===== config.mk =====
export PLATFORM = sky130hd
export DESIGN_NAME = multicycle_controller
export DESIGN_NICKNAME = d
export VERILOG_FILES = /design/src/rtl/multicycle_controller.sv
export SDC_FILE = /design/constraint.sdc
export NUM_CORES = 1
export LEC_CHECK = 0
export ABC_AREA = 1
export CORE_MARGIN = 5
export CORE_UTILIZATION = 50
export CTS_BUF_LIST = sky130_fd_sc_hd__clkbuf_2 sky130_fd_sc_hd__clkbuf_4 sky130_fd_sc_hd__clkbuf_8
export DETAILED_ROUTE_END_ITERATION = 8
export GPL_TIMING_DRIVEN = 0
export PLACE_DENSITY = 0.9
export SKIP_CTS_REPAIR_TIMING = 1
export SLEW_MARGIN = 20
export SYNTH_ARGS = -nofsm -noshare
export SYNTH_HDL_FRONTEND = slang
export SYNTH_SLANG_ARGS = --single-unit

===== constraint.sdc =====
create_clock -name clk -period 2.3 [get_ports clk]
set_clock_uncertainty 0.2 [all_clocks]
set_input_delay 0.575 -clock clk [delete_from_list [all_inputs] [get_ports clk]]
set_output_delay 0.575 -clock clk [all_outputs]
set_load 0.1 [all_outputs]

===== src/rtl/multicycle_controller.sv =====
// Multicycle MIPS-subset control unit: sequences fetch/decode/execute/memory/
// writeback states, drives every datapath select and write enable, and keeps
// a wrapping count of retired instructions.
module multicycle_controller #(
  parameter int CNT_W = 32
) (
  input  logic             clk,
  input  logic             reset,
  input  logic [5:0]       op,
  input  logic [5:0]       funct,
  input  logic             zero,
  output logic             pc_en,
  output logic             iord,
  output logic             mem_write,
  output logic             ir_write,
  output logic             reg_dst,
  output logic             mem_to_reg,
  output logic             reg_write,
  output logic             alu_src_a,
  output logic [1:0]       alu_src_b,
  output logic [2:0]       alu_control,
  output logic [1:0]       pc_src,
  output logic             ext_zero,
  output logic [3:0]       state,
  output logic [CNT_W-1:0] retired
);

  typedef enum logic [3:0] {
    FETCH  = 4'd0,
    DECODE = 4'd1,
    MEMADR = 4'd2,
    MEMRD  = 4'd3,
    MEMWB  = 4'd4,
    MEMWR  = 4'd5,
    EXEC   = 4'd6,
    ALUWB  = 4'd7,
    BEQ    = 4'd8,
    IMMEX  = 4'd9,
    IMMWB  = 4'd10,
    JUMP   = 4'd11
  } state_t;

  localparam logic [5:0] OP_LW   = 6'b100011;
  localparam logic [5:0] OP_SW   = 6'b101011;
  localparam logic [5:0] OP_RTYP = 6'b000000;
  localparam logic [5:0] OP_BEQ  = 6'b000100;
  localparam logic [5:0] OP_ADDI = 6'b001000;
  localparam logic [5:0] OP_ANDI = 6'b001100;
  localparam logic [5:0] OP_ORI  = 6'b001101;
  localparam logic [5:0] OP_J    = 6'b000010;

  localparam logic [5:0] FN_ADD = 6'b100000;
  localparam logic [5:0] FN_SUB = 6'b100010;
  localparam logic [5:0] FN_AND = 6'b100100;
  localparam logic [5:0] FN_OR  = 6'b100101;
  localparam logic [5:0] FN_SLT = 6'b101010;

  localparam logic [2:0] ALU_ADD = 3'b010;
  localparam logic [2:0] ALU_SUB = 3'b110;
  localparam logic [2:0] ALU_AND = 3'b000;
  localparam logic [2:0] ALU_OR  = 3'b001;
  localparam logic [2:0] ALU_SLT = 3'b111;

  state_t cur_state;
  state_t nxt_state;
  logic   retiring;

  assign state = cur_state;

  // State register; reset aborts whatever instruction is in flight.
  always_ff @(posedge clk) begin
    if (reset) begin
      cur_state <= FETCH;
    end else begin
      cur_state <= nxt_state;
    end
  end

  // Next-state decode plus the flag marking the last state of a legal instruction.
  always_comb begin
    nxt_state = FETCH;
    retiring  = 1'b0;
    case (cur_state)
      FETCH: nxt_state = DECODE;
      DECODE: begin
        case (op)
          OP_LW, OP_SW:             nxt_state = MEMADR;
          OP_RTYP:                  nxt_state = EXEC;
          OP_BEQ:                   nxt_state = BEQ;
          OP_ADDI, OP_ANDI, OP_ORI: nxt_state = IMMEX;
          OP_J:                     nxt_state = JUMP;
          default:                  nxt_state = FETCH;
        endcase
      end
      MEMADR: nxt_state = (op == OP_SW) ? MEMWR : MEMRD;
      MEMRD:  nxt_state = MEMWB;
      EXEC:   nxt_state = ALUWB;
      IMMEX:  nxt_state = IMMWB;
      MEMWB, MEMWR, ALUWB, IMMWB, BEQ, JUMP: begin
        nxt_state = FETCH;
        retiring  = 1'b1;
      end
      default: nxt_state = FETCH;
    endcase
  end

  // Moore control outputs; pc_en in BEQ follows zero, and reset masks all write enables.
  always_comb begin
    pc_en       = 1'b0;
    iord        = 1'b0;
    mem_write   = 1'b0;
    ir_write    = 1'b0;
    reg_dst     = 1'b0;
    mem_to_reg  = 1'b0;
    reg_write   = 1'b0;
    alu_src_a   = 1'b0;
    alu_src_b   = 2'b00;
    alu_control = 3'b000;
    pc_src      = 2'b00;
    case (cur_state)
      FETCH: begin
        ir_write    = 1'b1;
        alu_src_b   = 2'b01;
        alu_control = ALU_ADD;
        pc_en       = 1'b1;
      end
      DECODE: begin
        alu_src_b   = 2'b11;
        alu_control = ALU_ADD;
      end
      MEMADR: begin
        alu_src_a   = 1'b1;
        alu_src_b   = 2'b10;
        alu_control = ALU_ADD;
      end
      MEMRD: iord = 1'b1;
      MEMWB: begin
        mem_to_reg = 1'b1;
        reg_write  = 1'b1;
      end
      MEMWR: begin
        iord      = 1'b1;
        mem_write = 1'b1;
      end
      EXEC: begin
        alu_src_a = 1'b1;
        case (funct)
          FN_ADD:  alu_control = ALU_ADD;
          FN_SUB:  alu_control = ALU_SUB;
          FN_AND:  alu_control = ALU_AND;
          FN_OR:   alu_control = ALU_OR;
          FN_SLT:  alu_control = ALU_SLT;
          default: alu_control = ALU_ADD;
        endcase
      end
      ALUWB: begin
        reg_dst   = 1'b1;
        reg_write = 1'b1;
      end
      BEQ: begin
        alu_src_a   = 1'b1;
        alu_control = ALU_SUB;
        pc_src      = 2'b01;
        pc_en       = zero;
      end
      IMMEX: begin
        alu_src_a = 1'b1;
        alu_src_b = 2'b10;
        case (op)
          OP_ANDI: alu_control = ALU_AND;
          OP_ORI:  alu_control = ALU_OR;
          default: alu_control = ALU_ADD;
        endcase
      end
      IMMWB: reg_write = 1'b1;
      JUMP: begin
        pc_src = 2'b10;
        pc_en  = 1'b1;
      end
      default: begin
        pc_en = 1'b0;
      end
    endcase
    if (reset) begin
      pc_en     = 1'b0;
      ir_write  = 1'b0;
      mem_write = 1'b0;
      reg_write = 1'b0;
    end
  end

  // Immediate extension depends only on the opcode, so it holds in every state.
  always_comb begin
    ext_zero = (op == OP_ANDI) || (op == OP_ORI);
  end

  // Retired-instruction counter, bumped as the final state of an instruction is left.
  always_ff @(posedge clk) begin
    if (reset) begin
      retired <= '0;
    end else if (retiring) begin
      retired <= retired + CNT_W'(1);
    end
  end

endmodule


* Word level (Yosys, flattened, before mapping)
Cells that the tools add are included.
** Word-level totals
- Register bits after elaboration :: 36
- Input bits :: 15
- Output and inout bits :: 52
- Word-level logic and storage cells :: 58
** Cells by class
- $add $sub $neg :: 1
- Equality and inequality tests :: 22
- Mux-type cells :: 21
- Reductions and logical operators :: 12
** Operators by type and width (number)
- $eq A6 B6 Y1 const B :: 6
- $add A32 B1 Y32 const B :: 1
- $pmux W3 S4 :: 2
- $pmux W4 S6 :: 1
- $pmux W4 S5 :: 1
- $eq A6 B4 Y1 const B :: 3
- $eq A4 B3 Y1 const B :: 4
- $eq A4 B4 Y1 const B :: 4
- $mux W1 :: 12
- $reduce_or A3 Y1 :: 3
- $eq A4 B2 Y1 const B :: 2
- $pmux W2 S2 :: 2
- $reduce_or A2 Y1 :: 4
- $eq A6 B2 Y1 const B :: 1
- $eq A6 B3 Y1 const B :: 1
- $logic_not A6 Y1 :: 1
- $pmux W2 S3 :: 1
- $reduce_or A6 Y1 :: 1
- $eq A4 B1 Y1 const B :: 1
- $logic_not A4 Y1 :: 1
- $reduce_or A4 Y1 :: 1
- $mux W3 :: 1
- $pmux W1 S2 :: 1
- $logic_or A1 B1 Y1 :: 1

* Logic depth before layout (Yosys ltp)
- Word-level depth :: 4
- Mapped depth :: 10

* Least setup slack after synthesis
No wires, ideal clock.
- Path type :: register to output
- Start point :: register cur_state[3], in the netlist state[3]
- End point :: output port pc_en
- Arrival time :: 4455 ps
- Required time :: 1525 ps
- Setup slack :: -2930 ps
- Stages on the path, launching flop included :: 7
- Path through :: dfxtp_1 -> inv_1 -> nor2_4 -> inv_1 -> nor2_1 -> nand2_1 -> a21oi_1
** On the way
- Cells in the longest elaborated chain, start to end :: 4
** RTL lines
- start: declaration :: RTL line 64 : state_t cur_state;
- start signal: assignment :: RTL line 75 : cur_state <= nxt_state;
- $eq A4 B4 Y1 or $logic_not A4 Y1 (tied branches) :: RTL line 120 : case (cur_state)
- $reduce_or A2 Y1 (no source line)
- $pmux W1 S2 (*) :: RTL line 120
- $mux W1 (*) :: RTL line 184 : if (reset) begin
- end: declaration :: RTL line 12 : output logic pc_en,
Every way passes the cells marked *; elsewhere a longest branch is shown, timed or not.

* Worst setup path in the final report
- Start point :: register cur_state[2], in the netlist state[2]
- End point :: output port alu_control[1]
** On the way
- Cells in the longest elaborated chain, start to end :: 3
** RTL lines
- $eq A4 B2 Y1, or another cell as far along :: RTL line 120
- $reduce_or A3 Y1 (no source line)
- $pmux W3 S4 (*) :: RTL line 120
- end: declaration :: RTL line 21 : output logic [2:0] alu_control,
Marks and branches as above.

==> results.ini <==
[run_status]
status=finished with violations
violations=setup timing

[grt]
antenna_found_initial=0
grt_pass1_vias=2751
use_met3_pct=4.875
grt_pass1_wl_um=12250
met2_usage_pct=45.84
grtUsageTotal_pct=24.40
use_met1_pct=26.86
overflow=0
grt.busiest_layer=met2
grt_max_degree=12

[worst_setup_path]
crit_family=buffers and inverters
slowest_stage=dfxtp_4
startpoint_type=flip-flop
critPathArrivalTime_ns=1.79
crit_type=flip-flop to output pin
required_ns=1.52
cp_cell_sequence=inv_4, nor2_4, inv_4, nor2_4, buf_6, inv_4, o221ai_4, buf_12
cpMostUsedCell=inv_4
cpPeakStageDelay_ns=0.39
crit_path_end_kind=output pin
crit_path_max_fanout=5
crit_buf_inv=5

[die]
die_w_um=78.92
core-area_um2=4661
die_height_um=78.92
initial_core_util_pct=50.95
ioPinCount=67
die_area_um2=6228
rows=25

[routing]
drtAntennaViolNets=0
drt_iter0_markers=343
wl_um=9246
vias_per_cell=5.893
drcViolationCount=0
dr_total_vias=3194
dr.pass1.iters=5
wire_per_inst_um=17.06

[power_and_ir_drop]
ir_drop_v=0.0002366
switching_share_pct=29.99
totalPowerFinal_mw=1.415
p_int_uw=990.3
p_sw_uw=424.3
p_comb_share_pct=18.0
power.density_nw_per_um2=377.5
pwr-share-clk_pct=37.4
power_frac_seq_pct=44.6
p_leak_nw=2.105

[cells_and_area]
fillerInstances=302
insertedDiodeCount=0
drive_above_1_share_pct=23.77
area_growth_pct=57.80
stdcell_count=542
nets=503

[timing]
slew_headroom_pct=33.73
worst_slew_pin_slew_ns=0.9925
fin_tns_setup_ns=-0.9375
fin_crit_sh_pct=111.4
slew_violations=0
final.setup.worst_slack_ns=-0.2629
period_minus_slack_ns=2.563
rsz0062_at_grt=yes
hold_viol=0
fmax_mhz=390.2
finalSetupViolCount=7

[placed_design]
pre_cts_ws_ns=-1.450
place.gp.congestion=0.9395
io_buffer_count=66
placedCellCount=524
dpl.hpwl_um=5672

[synthesis]
synth_mux_area_share_pct=0
synth_flop_cell=dfxtp_1
synth_fa_ha_area_share_pct=0.5269
syn_inst=404
yosys.area_share.xor_xnor_pct=0.7376
synth-edff-count=0
yosysUniqueCellTypes=32
synth_compound_gate_area_share_pct=8.219
syn_area_um2=2375
syn_area_per_cell_um2=5.878
ys_ff_latch=36
seq_area_frac_synth_pct=30.35
ys_warn_count=0
synth_top_family_by_area=simple AND/OR/NAND/NOR gates
async_reset_ff_share_pct=0
synthesis.nets=420
synthSimpleGateAreaFrac_pct=49.79

[cts]
cts_tree=yes
cts-htree-levels=2
cts.clk_slew.worst_paths_ns=0.07
cts-root-buf=clkbuf_8
cts_buffer_depth=2
clkLatencyLatePin_ns=0.30
cts_sinks=36
numCtsBuffers=5

[min_path]
worst_hold_path_type=flip-flop to flip-flop

[run]
maxCapViolCount=0

area by class of cell:
type | instances | area [µm²] | share of cell area (%)
Buffer | 5 | 42.54 | 1.135
Inverter | 56 | 226.5 | 6.043
Timing Repair Buffer | 76 | 884.6 | 23.61
Multi-Input combinational cell | 307 | 1682 | 44.87
Tap cell | 54 | 67.56 | 1.803
Clock buffer | 8 | 103.9 | 2.771
Sequential cell | 36 | 740.7 | 19.77
power groups by stage:
stage | clock network [mW] | registers (mW) | logic [mW]
6_report | 0.530 | 0.631 | 0.254
5_1_grt | 0.554 | 0.631 | 0.265
4_1_cts | 0.523 | 0.629 | 0.218
3_5_place_dp | 0 | 0.643 | 0.217
3_3_place_gp | 0 | 0.643 | 0.213
2_1_floorplan | 0 | 0.665 | 0.127
logic make-up (layout without fill, tap and decap cells):
kind of cell / count (synthesis) / count (layout)
AO/OA/AOI/OAI: 37 / 37
XOR/XNOR: 2 / 2
adder cells (fa/ha/maj): 1 / 1
buffers and inverters: 61 / 145
flip-flops: 36 / 36
AND/OR/NAND/NOR: 267 / 267
worst reg2reg max path: stages (launching register included):
cell and delay, ns:
dfxtp_2 0.37, ha_1 0.20, nand3_1 0.14, nor2_2 0.18
nand2_1 0.14, nor3_1 0.35, nand3_1 0.12, nand2_1 0.09
nor2_1 0.04
sequential cells by signal, indices dropped and copies added (netlist names):
name	cells
state	4
retired	32
routing by layer:
layer,routed length (µm),vias to the layer above
li1,-,1447
met1,3234,1456
met2,4590,228
met3,866,63
met4,555,0
met5,0,-
Yosys cell counts (all sizes together) (2+ instances only):
cell / instances / area share (%)
o21ai: 11 / 2.3
nor3: 16 / 3.6
clkbuf: 3 / 0.47
nand3: 38 / 8.4
nand4: 9 / 2.4
buf: 2 / 0.95
dfxtp: 36 / 30
inv: 55 / 8.8
nor2: 94 / 16
nand2: 108 / 19
a21oi: 22 / 4.6
cells in the final DEF (no fill, tap or decap), drive strengths merged, types with 3 or more instances in the layout:
cell | netlist | final
nand2 | 108 | 108
nor2 | 94 | 94
inv | 55 | 54
dlymetal6s2s | 0 | 41
nand3 | 38 | 38
dfxtp | 36 | 36
buf | 2 | 25
a21oi | 22 | 22
clkbuf | 3 | 20
nor3 | 16 | 16
o21ai | 11 | 11
nand4 | 9 | 9
clkdlybuf4s50 | 0 | 3
worst paths after layout:
check / slack, ns / startpoint / to / cells after the start
worst min-delay path: 0.28 / retired[0]$_SDFFE_PP0P_ / retired[0]$_SDFFE_PP0P_ / 1
worst max-delay path: -0.26 / state[2]$_SDFF_PP0_ / alu_control[1] / 8
worst min register to register: 0.28 / retired[0]$_SDFFE_PP0P_ / retired[0]$_SDFFE_PP0P_ / 1
worst max register to register: 0.37 / retired[0]$_SDFFE_PP0P_ / retired[30]$_SDFFE_PP0P_ / 8
stage by stage:
stage | hold slack [ns] | cell area, µm² | utilization [%]
floorplan | 0.4543 | 2590 | -
global placement | 0.2608 | 3318 | 71.19
detailed placement | 0.2719 | 3318 | 71.19
CTS | 0.2858 | 3422 | 73.42
global route | 0.3200 | 3747 | 80.40
finish | 0.2827 | 3747 | 80.40
Power figures use the tool's default switching activity.
